**src/rtl/sram_arbiter.sv**
```systemverilog
// sram_arbiter: round-robin arbiter and sequencer sharing one single-port SRAM
// (sram_sim wrapper + macro) between two valid/ready requesters, with read
// responses steered back to the issuing port after READ_LATENCY cycles.
// Optional statistics counters: define SRAM_ARB_STATS_EN to enable them;
// otherwise the stat outputs are tied to zero and no counter flops exist.
module sram_arbiter #(
    parameter int unsigned DATA_WIDTH   = 4,
    parameter int unsigned ADDR_WIDTH   = 6,
    parameter int unsigned WMASK_WIDTH  = 2,
    parameter int unsigned READ_LATENCY = 2
) (
    input  logic                   clock,
    input  logic                   reset_n,
    // port 0
    input  logic                   p0_req_valid,
    output logic                   p0_req_ready,
    input  logic                   p0_we,
    input  logic [WMASK_WIDTH-1:0] p0_wmask,
    input  logic [ADDR_WIDTH-1:0]  p0_addr,
    input  logic [DATA_WIDTH-1:0]  p0_din,
    output logic                   p0_rsp_valid,
    output logic [DATA_WIDTH-1:0]  p0_rsp_data,
    // port 1
    input  logic                   p1_req_valid,
    output logic                   p1_req_ready,
    input  logic                   p1_we,
    input  logic [WMASK_WIDTH-1:0] p1_wmask,
    input  logic [ADDR_WIDTH-1:0]  p1_addr,
    input  logic [DATA_WIDTH-1:0]  p1_din,
    output logic                   p1_rsp_valid,
    output logic [DATA_WIDTH-1:0]  p1_rsp_data,
    // SRAM side
    output logic                   sram_we,
    output logic [WMASK_WIDTH-1:0] sram_wmask,
    output logic [ADDR_WIDTH-1:0]  sram_addr,
    output logic [DATA_WIDTH-1:0]  sram_din,
    input  logic [DATA_WIDTH-1:0]  sram_dout,
    // statistics
    output logic [15:0]            stat_p0_grants,
    output logic [15:0]            stat_p1_grants,
    output logic [15:0]            stat_conflicts
);

    localparam int unsigned STAT_W = 16;
    localparam int unsigned LAST   = READ_LATENCY - 1;

    // last_grant_q = 1 means port 1 was granted last, so port 0 wins a tie
    logic                    last_grant_q, last_grant_d;
    logic [ADDR_WIDTH-1:0]   addr_q, addr_d;
    logic [DATA_WIDTH-1:0]   din_q, din_d;
    logic [READ_LATENCY-1:0] tag_rd_q, tag_rd_d;
    logic [READ_LATENCY-1:0] tag_port_q, tag_port_d;
    logic                    gnt0_c, gnt1_c, accept_c;

    // Round-robin grant: a lone requester always wins, a tie goes to the other port
    always_comb begin
        gnt0_c   = p0_req_valid & (~p1_req_valid | last_grant_q);
        gnt1_c   = p1_req_valid & (~p0_req_valid | ~last_grant_q);
        accept_c = gnt0_c | gnt1_c;
    end

    assign p0_req_ready = gnt0_c;
    assign p1_req_ready = gnt1_c;

    // SRAM drive: granted fields on accept, otherwise quiet with held addr/din
    always_comb begin
        sram_we    = 1'b0;
        sram_wmask = '0;
        sram_addr  = addr_q;
        sram_din   = din_q;
        if (gnt0_c) begin
            sram_we    = p0_we;
            sram_wmask = p0_wmask;
            sram_addr  = p0_addr;
            sram_din   = p0_din;
        end else if (gnt1_c) begin
            sram_we    = p1_we;
            sram_wmask = p1_wmask;
            sram_addr  = p1_addr;
            sram_din   = p1_din;
        end
    end

    // Next-state for grant history, hold registers and read-tag shift pipeline
    always_comb begin
        last_grant_d  = accept_c ? gnt1_c : last_grant_q;
        addr_d        = sram_addr;
        din_d         = sram_din;
        tag_rd_d      = '0;
        tag_port_d    = '0;
        tag_rd_d[0]   = accept_c & ~sram_we;
        tag_port_d[0] = gnt1_c;
        for (int unsigned i = 1; i < READ_LATENCY; i++) begin
            tag_rd_d[i]   = tag_rd_q[i-1];
            tag_port_d[i] = tag_port_q[i-1];
        end
    end

    // State registers; reset drops any in-flight read tags
    always_ff @(posedge clock or negedge reset_n) begin
        if (!reset_n) begin
            last_grant_q <= 1'b1;
            addr_q       <= '0;
            din_q        <= '0;
            tag_rd_q     <= '0;
            tag_port_q   <= '0;
        end else begin
            last_grant_q <= last_grant_d;
            addr_q       <= addr_d;
            din_q        <= din_d;
            tag_rd_q     <= tag_rd_d;
            tag_port_q   <= tag_port_d;
        end
    end

    // Response steering: last tag stage lines up with valid sram_dout
    always_comb begin
        p0_rsp_valid = tag_rd_q[LAST] & ~tag_port_q[LAST];
        p1_rsp_valid = tag_rd_q[LAST] &  tag_port_q[LAST];
        p0_rsp_data  = p0_rsp_valid ? sram_dout : '0;
        p1_rsp_data  = p1_rsp_valid ? sram_dout : '0;
    end

`ifdef SRAM_ARB_STATS_EN
    logic [STAT_W-1:0] p0_cnt_q, p0_cnt_d;
    logic [STAT_W-1:0] p1_cnt_q, p1_cnt_d;
    logic [STAT_W-1:0] conf_cnt_q, conf_cnt_d;

    // Saturating event counters
    always_comb begin
        p0_cnt_d   = p0_cnt_q;
        p1_cnt_d   = p1_cnt_q;
        conf_cnt_d = conf_cnt_q;
        if (gnt0_c && (p0_cnt_q != '1)) begin
            p0_cnt_d = p0_cnt_q + STAT_W'(1);
        end
        if (gnt1_c && (p1_cnt_q != '1)) begin
            p1_cnt_d = p1_cnt_q + STAT_W'(1);
        end
        if (p0_req_valid && p1_req_valid && (conf_cnt_q != '1)) begin
            conf_cnt_d = conf_cnt_q + STAT_W'(1);
        end
    end

    // Counter registers
    always_ff @(posedge clock or negedge reset_n) begin
        if (!reset_n) begin
            p0_cnt_q   <= '0;
            p1_cnt_q   <= '0;
            conf_cnt_q <= '0;
        end else begin
            p0_cnt_q   <= p0_cnt_d;
            p1_cnt_q   <= p1_cnt_d;
            conf_cnt_q <= conf_cnt_d;
        end
    end

    assign stat_p0_grants = p0_cnt_q;
    assign stat_p1_grants = p1_cnt_q;
    assign stat_conflicts = conf_cnt_q;
`else
    assign stat_p0_grants = '0;
    assign stat_p1_grants = '0;
    assign stat_conflicts = '0;
`endif

endmodule

```
**config.mk**
```make
export PLATFORM = sky130hd
export DESIGN_NAME = sram_arbiter
export DESIGN_NICKNAME = d
export VERILOG_FILES = /design/src/rtl/sram_arbiter.sv
export SDC_FILE = /design/constraint.sdc
export NUM_CORES = 1
export LEC_CHECK = 0
export CAP_MARGIN = 40
export CORE_MARGIN = 2
export CORE_UTILIZATION = 40
export CTS_BUF_LIST = sky130_fd_sc_hd__clkbuf_8 sky130_fd_sc_hd__clkbuf_16
export DETAILED_ROUTE_END_ITERATION = 8
export DONT_BUFFER_PORTS = 1
export HOLD_SLACK_MARGIN = 0.08
export RECOVER_POWER = 25
export SYNTH_ARGS = -nofsm -noshare
export SYNTH_HDL_FRONTEND = slang
export SYNTH_SLANG_ARGS = --single-unit
```
**constraint.sdc**
```tcl
create_clock -name clock -period 1.45 [get_ports clock]
set_input_delay 0.29 -clock clock [delete_from_list [all_inputs] [get_ports clock]]
set_output_delay 0.29 -clock clock [all_outputs]
set_load 0.02 [all_outputs]
```
# ---- Word-level counts from Yosys, hierarchy flattened
# Cells that the tools add are included.
dict set report classes {
  bitwise_logic 13
  n_mux 10
}
# operator count
set op_table {}
lappend op_table {{4-bit 2-to-1 mux} 4}
lappend op_table {{6-bit 2-to-1 mux} 2}
lappend op_table {{1-bit AND} 5}
lappend op_table {{1-bit inverter} 5}
lappend op_table {{2-bit 2-to-1 mux} 2}
lappend op_table {{1-bit bitwise OR} 3}
lappend op_table {{1-bit 2-to-1 mux} 2}
dict set report word_totals {
  input_bits 34
  wordCells 28
  register_bits 15
  output_inout_bits 73
}

# ---- Depth between registers and ports, before layout
# Gate-level depths: netlist of run 1.
dict set report logic_depth {
  ltp_word 7
  mapped_depth 4
  ltp_nobuf 4
}

# ---- Worst setup path before layout of run 1
# Ideal clock, no wire load.
dict set report synth_timing {
  path_type {register to output}
  start {register last_grant_q}
  end {output port sram_addr[0]}
  path_slack_ns 0.012
  stages_incl_launch_ff 5
  n_path_buf 1
  arrival_ns 1.148
  required_ns 1.160
  cell_sequence {dfstp_2 nand2b_1 buf_6 a31oi_1 o21ai_1}
}
dict set report synth_between {
  elab_chain_len 5
  word_cells_on_any_way 7
  classes_between {mux: 2; bitwise: 5}
}
# element line_no
set synth_rtl {}
lappend synth_rtl {{start, declared} 48} ;# logic last_grant_q, last_grant_d;
lappend synth_rtl {{start signal, assigned} 108} ;# last_grant_q <= last_grant_d;
lappend synth_rtl {{1-bit inverter} 58} ;# gnt1_c = p1_req_valid & (~p0_req_valid | ~last_grant_q);
lappend synth_rtl {{1-bit bitwise OR} 58}
lappend synth_rtl {{1-bit AND} 58}
lappend synth_rtl {{6-bit 2-to-1 mux} 76} ;# end else if (gnt1_c) begin
lappend synth_rtl {{6-bit 2-to-1 mux (*)} 71} ;# if (gnt0_c) begin
lappend synth_rtl {{end, declared} 35} ;# output logic [ADDR_WIDTH-1:0] sram_addr,
# Every way passes the cells marked *; elsewhere a longest branch is shown, timed or not.

# ---- Worst setup path in the final report of run 1
dict set report layout_timing {
  start {register last_grant_q}
  end {output port sram_addr[2]}
}
# The elaborated chain is that of the path after synthesis.

==> results by group, run 1 <==
Outcome
  – Outcome: finished, violations left
  – Failing checks: setup timing

Floorplan
  – I/O Pins: 107
  – Total Die Area: ~0.0035 mm²
  – FP Rows: 20
  – Die H: 59.14 µm
  – Core area: 0.002978 mm²
  – Initial Util: 40.84%
  – Die W: 59.14 µm

Placement
  – Routability Congestion: 0.6887
  – Placed inst area: between 0.001 and 0.0015 mm²
  – Pre-CTS WS: -113.7 ps
  – DP Wirelength: 1816 µm
  – Count of buffers from port buffering: 0

Synth
  – Post-Syn Instances: 131
  – Synth Flop Type: dfrtp_1
  – Cell taking the most area after synthesis: buf_4
  – Unique cell type count in the Yosys netlist: 21
  – Synth top area share: 30.86%
  – Number of flops mapped to enable cells by yosys: 0
  – Most common cell in the synthesized netlist: buf_4
  – Flip-flop and latch count after synthesis: 15
  – FFs w/ async S/R, synth: 100.0%
  – Cell Area, Synth: between 0.001 and 0.0015 mm²
  – Seq/Total Area, Yosys: 30.97%
  – Synth warn: 0
  – Ranking of synthesized cells by area: buf_4, dfrtp_1, mux2i_1, and3b_1, a31oi_1
  – Avg Cell Area, Syn: 9.284 µm²
  – Post-synth top cells: buf_4, dfrtp_1, o21ai_1

Timing
  – Final setup fails: 15
  – Fin. Hold Viols: 0
  – Skew final: 3.541 ps
  – Post-layout minimum cycle time: 1790 ps
  – RSZ-0062 raised after global routing: true
  – Slew @ Worst Pin: 676.5 ps
  – Period utilization: 123.5%
  – Final Max Slew Viols: 0
  – Final worst setup slack: -340.0 ps
  – Worst rel slew slack: 54.75%
  – Max Fclk: 0.5586 GHz

Routing
  – Via count: about 840
  – Via density: about 4.6
  – Detail-routed net length per standard cell: 12.87 µm
  – Pre-Repair DR Iteration Count: 4
  – Post-route ant nets: 0
  – 1st-iter DRT viols: 12
  – DR DRC count: 0
  – Final wirelength: ~2300 µm

Clock tree
  – Clk slew on worst S/H paths: roughly 60 ps
  – Clk sink count: 15
  – TritonCTS clock tree: built
  – CTS Buf Count: 3
  – H-tree depth: 1
  – Clock Path Buffers: 2
  – Skew-Pair Late Insertion Delay: 250 ps
  – Root Driver: clkbuf_8

Global routing
  – Met3 Usage GRT: 3.930%
  – Most crowded layer after global routing: met2
  – M2 GR Usage: 22.86%
  – GR Overflow Total: 0
  – Vias in the first global route: between 700 and 800
  – First-pass GRT wire length: 3519 µm
  – Total GRT Usage: between 10% and 20%
  – Initial antenna violation count: 0
  – Largest net degree at the start of global routing: 24
  – Grt met1 use: ~15%

Worst hold path
  – HP Start: p0_req_valid
  – Worst Hold Depth: 1
  – Worst Hold Class: in2reg
  – Hold Path Sink: last_grant_q

Critical path
  – R2r setup slk: about 80 ps
  – Critical path class: reg2out
  – Worst Reg-to-Reg Cells: 5
  – CP Launch Type: flop
  – Worst setup EP type: primary output
  – Max FO, Critical Path: 7
  – Max stage delay on crit path: 550 ps
  – R2r endpoint: addr_q[2]
  – WP data arrival: approximately 1500 ps
  – CP cell instances: buf_6, and3b_1, a31oi_1, o21ai_1, buf_4
  – Worst r2r src: last_grant_q
  – Critical path's slowest cell: dfstp_2
  – Critical Path RT: 1160 ps

Cells and area
  – Layout cells sized above 1: 23.65%
  – Final Cell Area: around 0.0013 mm²
  – P&R area growth vs syn: 6.070%
  – Layout Nets: 183
  – Diodes inserted: 0

Power and ir drop
  – Leak: between 0.7 and 0.8 nW
  – Worst vdd ir: 0.5456 mV
  – Total Power: 0.001330 W
  – PwrDens: 1031 mW/mm²

Run
  – Maxcap violations: 0
==> worst max path at each step <==
stage                     depth (start not counted)      endpoint          from  slack (ps)
after detailed placement                          5  sram_addr[2]  last_grant_q        -110
after CTS                                         5  sram_addr[2]  last_grant_q        -370
after global routing                              5  sram_addr[2]  last_grant_q        -420
final                                             5  sram_addr[2]  last_grant_q        -340
after floorplan                                   4  sram_addr[0]  last_grant_q          10
after global placement                            5  sram_addr[2]  last_grant_q         -20
==> cell usage in the layout (no fill, tap or decap), types with 2 or more instances in the layout <==
cell,synthesis,final
conb_1,1,48
buf_4,50,15
dfrtp_1,14,14
o21ai_1,11,11
mux2i_1,10,10
and3b_1,10,10
a31oi_1,10,10
and3_1,4,4
and2_2,0,4
buf_6,1,4
a22o_4,0,3
clkbuf_8,0,3
inv_1,1,2
==> worst max-delay path, delay by kind of cell (launching register included) <==
| family | cells | cell delay (ps) |
|---|---|---|
| AO/OA/AOI/OAI | 2 | 250 |
| buffers and inverters | 2 | 290 |
| flip-flops | 1 | 550 |
| AND/OR/NAND/NOR | 1 | 170 |
==> logic make-up (layout without fill, tap and decap cells) <==
kind of cell / count (synthesis) / after routing / synth area share [%]
simple gates: 22 / 22 / 13.37
compound gates: 26 / 26 / 13.27
other cells: 1 / 48 / 0.3083
mux: 10 / 10 / 8.231
flops: 15 / 15 / 30.97
buf+inv: 57 / 27 / 33.85
==> metal layers <==
layer  share of wire (%)  wire length, µm  vias to the layer above
li1                    -                -                      385
met1                  37              867                      395
met2                  52             1217                       57
met3                 9.8              229                        2
met4                0.64               15                        0
met5                   0                0                        -
==> power by group <==
group | internal [W] | leakage (nW) | switching [W]
Clock | 0.000187 | 0.0269 | 0.000145
Sequential | 0.000474 | 0.178 | 0.0000194
Combinational | 0.000185 | 0.507 | 0.000318
==> layout make-up <==
class                      instances  area, µm²
clock inverter                     1      3.754
fill                             298       1688
inverter                           3      13.76
tap                               33      41.29
clock buffer                       3      41.29
sequential                        15      376.6
multi-input combinational        106      645.6
timing repair buffer              20      167.7
==> state kept, by name, summed over array words and instances, names as in the netlist <==
register / flops
din_q: 4
tag_rd_q: 2
addr_q: 6
last_grant_q: 1
tag_port_q: 2
==> stage by stage <==
step / setup TNS (ps) / std cells / hold slack, ps / util [%]
CTS: -4056 / 180 / 91.86 / 42.48
detailed placement: -450.1 / 175 / -5.178 / 39.24
finish: -3982 / 181 / 94.42 / 43.32
global route: -5190 / 181 / 85.73 / 43.32
global placement: -127.0 / 175 / -5.199 / 39.24
floorplan: 0 / 178 / -5.591 / -
==> repair_timing <==
| action | in CTS | in global routing |
|---|---|---|
| resized for setup | 11 | 4 |
| hold endpoints to repair | 15 | 0 |
| hold buffers | 1 | 0 |
| pin swaps | 3 | 1 |
| buffers inserted | 0 | 1 |
| endpoints found under the setup margin | 19 | 20 |
Power figures use the tool's default switching activity.
==> run 2, diff against run 1 <==
--- a/config.mk
+++ b/config.mk
@@ -16,3 +16,4 @@
 export SYNTH_ARGS = -nofsm -noshare
 export SYNTH_HDL_FRONTEND = slang
 export SYNTH_SLANG_ARGS = --single-unit
+export TNS_END_PERCENT = 20
==> run 2 against run 1 <==
The run still ends with setup timing left. Via count shrank 0.72%. Largest cell class unchanged. Combinational power shrank 2%. Final cell count is the same. Hold slack gained 0.53 ps.
==> results by group, run 2 (same netlist as run 1, synthesis figures left out) <==
Floorplan
  – Die H: 59.14 µm (unchanged)
  – Initial Util: 40.84% (unchanged)
  – I/O Pins: 107 (unchanged)
  – Core area: 0.002978 mm² (unchanged)
  – FP Rows: 20 (unchanged)
  – Die W: 59.14 µm (unchanged)
  – Total Die Area: 0.003498 mm² (unchanged)

Cells and area
  – Diodes inserted: 0 (unchanged)
  – Commonest non-fill, non-tap cell in the layout: conb_1
  – Biggest regs: addr_q: 6 flops, din_q: 4 flops
  – Layout Nets: 183 (unchanged)
  – Largest register FFs: 6 (unchanged)
  – Layout cells sized above 1: 23.65% (unchanged)
  – P&R area growth vs syn: 4.630%
  – Most frequent cells in the layout: conb_1, buf_4, dfrtp_1
  – Biggest register: addr_q
  – Final core occ: 42.73% (-0.59 points)

Critical path
  – Critical path's slowest cell: dfstp_2
  – R2r setup slk: 80 ps (about the same)
  – Max stage delay on crit path: 550 ps (about the same)
  – CP Launch Type: flop
  – CP cell instances: buf_6, and3b_1, a31oi_1, o21ai_1, buf_4
  – Worst r2r src: last_grant_q
  – Critical path class: reg2out
  – WP data arrival: 1500 ps (about the same)
  – Max FO, Critical Path: 7 (unchanged)
  – Critical Path RT: 1160 ps (about the same)
  – R2r endpoint: addr_q[2]
  – Worst Reg-to-Reg Cells: 5 (unchanged)
  – Worst setup EP type: primary output

Timing
  – Fin. Hold Viols: 0 (unchanged)
  – Setup_tns: -3921 ps (+61.02 ps)
  – Post-layout minimum cycle time: 1793 ps (+3.388 ps)
  – Final worst setup slack: -343.4 ps (-3.388 ps)
  – Final setup fails: 15 (unchanged)
  – Final Max Slew Viols: 0 (unchanged)
  – Max Fclk: 0.5576 GHz (-0.19%)
  – Worst rel slew slack: 53.66% (-1.1 points)
  – RSZ-0062 raised after global routing: true
  – Skew final: 4.236 ps (+0.6955 ps)
  – Period utilization: 123.7% (+0.23 points)
  – Slew @ Worst Pin: 692.8 ps (+16.29 ps)

Clock tree
  – Clock Path Buffers: 2 (unchanged)
  – Skew-Pair Late Insertion Delay: 250 ps (about the same)
  – CTS Buf Count: 3 (unchanged)
  – Clk sink count: 15 (unchanged)
  – TritonCTS clock tree: built
  – Root Driver: clkbuf_8
  – Clk slew on worst S/H paths: 60 ps (about the same)
  – H-tree depth: 1 (unchanged)

Placement
  – Routability Congestion: 0.6887 (unchanged)
  – Count of buffers from port buffering: 0 (unchanged)
  – Pre-CTS WS: -113.7 ps (unchanged)
  – DP Wirelength: 1816 µm (unchanged)

Global routing
  – Initial antenna violation count: 0 (unchanged)
  – Total GRT Usage: 13.09% (-0.046 points)
  – First-pass GRT wire length: 3505 µm (-0.40%)
  – Vias in the first global route: 767 (-0.26%)
  – GR Overflow Total: 0 (unchanged)
  – Largest net degree at the start of global routing: 24 (unchanged)

Routing
  – Post-route ant nets: 0 (unchanged)
  – Via density: 4.602 (-0.72%)
  – Via count: 833 (-0.72%)
  – Final wirelength: 2329 µm (about the same)
  – DR DRC count: 0 (unchanged)
  – Detail-routed net length per standard cell: 12.87 µm (about the same)
  – 1st-iter DRT viols: 8 (-4)
  – Pre-Repair DR Iteration Count: 3 (-1)

Power and ir drop
  – Comb power frac: 37.5% (-0.4 points)
  – Internal: 0.0008405 W (-0.73%)
  – PwrDens: 1037 mW/mm² (+0.64%)
  – Clk pwr share: 25.1% (about the same)
  – Leak: 0.7061 nW (-0.88%)
  – Worst vdd ir: 0.5465 mV (+0.16%)
  – Sw Ratio: 36.32% (about the same)
  – Psw: 0.0004795 W (-0.73%)
  – Flop pwr share: 37.4% (+0.3 points)
  – Total Power: 0.001320 W (-0.73%)

Worst hold path
  – Worst Hold Class: in2reg
  – Hold Path Sink: last_grant_q
  – HP Start: p0_req_valid
  – Worst Hold Depth: 1 (unchanged)

Outcome
  – Outcome: finished, violations left
  – Failing checks: setup timing

Run
  – Maxcap violations: 0 (unchanged)
run 2: cell count changes in the layout (fill, tap and decap cells not counted):
| cell | before | now |
|---|---|---|
| buf_4 | 15 | 17 |
| a22o_4 | 3 | 2 |
| inv_4 | 1 | 0 |
| a22o_2 | 0 | 1 |
| buf_6 | 4 | 2 |
| inv_2 | 1 | 2 |
run 2: timing repair:
item	CTS	global route
setup buffers	0	1
hold buffers	1	0
resized for setup	8	3
pin swaps	2	1
endpoints found under the hold margin	15	0
setup endpoints to repair	19	20
run 2: final cells by class:
| type | instances | area, µm² |
|---|---|---|
| clock buffer | 3 | 41.29 |
| clock inverter | 1 | 3.754 |
| fill | 300 | 1705 |
| inverter | 3 | 11.26 |
| multi-input combinational | 106 | 638.1 |
| sequential | 15 | 376.6 |
| tap | 33 | 41.29 |
| timing repair buffer | 20 | 160.2 |
run 2: power by group through the flow:
stage | Combinational (W) | Sequential, W | Clock, W
CTS | 0.000486 | 0.000493 | 0.000343
floorplan | 0.000463 | 0.000497 | 0
global route | 0.000537 | 0.000498 | 0.000355
finish | 0.000495 | 0.000494 | 0.000331
detailed placement | 0.000461 | 0.000500 | 0
global placement | 0.000452 | 0.000498 | 0
run 2: worst max-delay path: cells and delay by family, from the launching register on:
kind | cells | cell delay [ps]
compound gates | 2 | 250
simple gates | 1 | 170
flops | 1 | 550
buf+inv | 2 | 290
run 2: worst max path at each step:
stage	start	endpoint	slack, ps	depth (start not counted)
floorplan	last_grant_q	sram_addr[0]	10	4
global placement	last_grant_q	sram_addr[2]	-20	5
detailed placement	last_grant_q	sram_addr[2]	-110	5
CTS	last_grant_q	sram_addr[2]	-370	5
global route	last_grant_q	sram_addr[2]	-420	5
finish	last_grant_q	sram_addr[2]	-340	5
run 2: routing by layer:
layer	share of wire, %	vias up	GRT usage [%]	wire [µm]
met5	0	-	0	0
met4	0.64	0	4.870	15
met1	37	389	15.01	871
met2	52	57	22.86	1211
met3	10	2	3.930	232
li1	-	385	-	-
run 2: through the flow:
stage	hold WS, ps	instances	area, µm²
after global routing	85.73	181	1272
after global placement	-5.199	175	1169
after floorplan	-5.591	178	1393
after CTS	91.86	180	1251
final	94.95	181	1272
after detailed placement	-5.178	175	1169
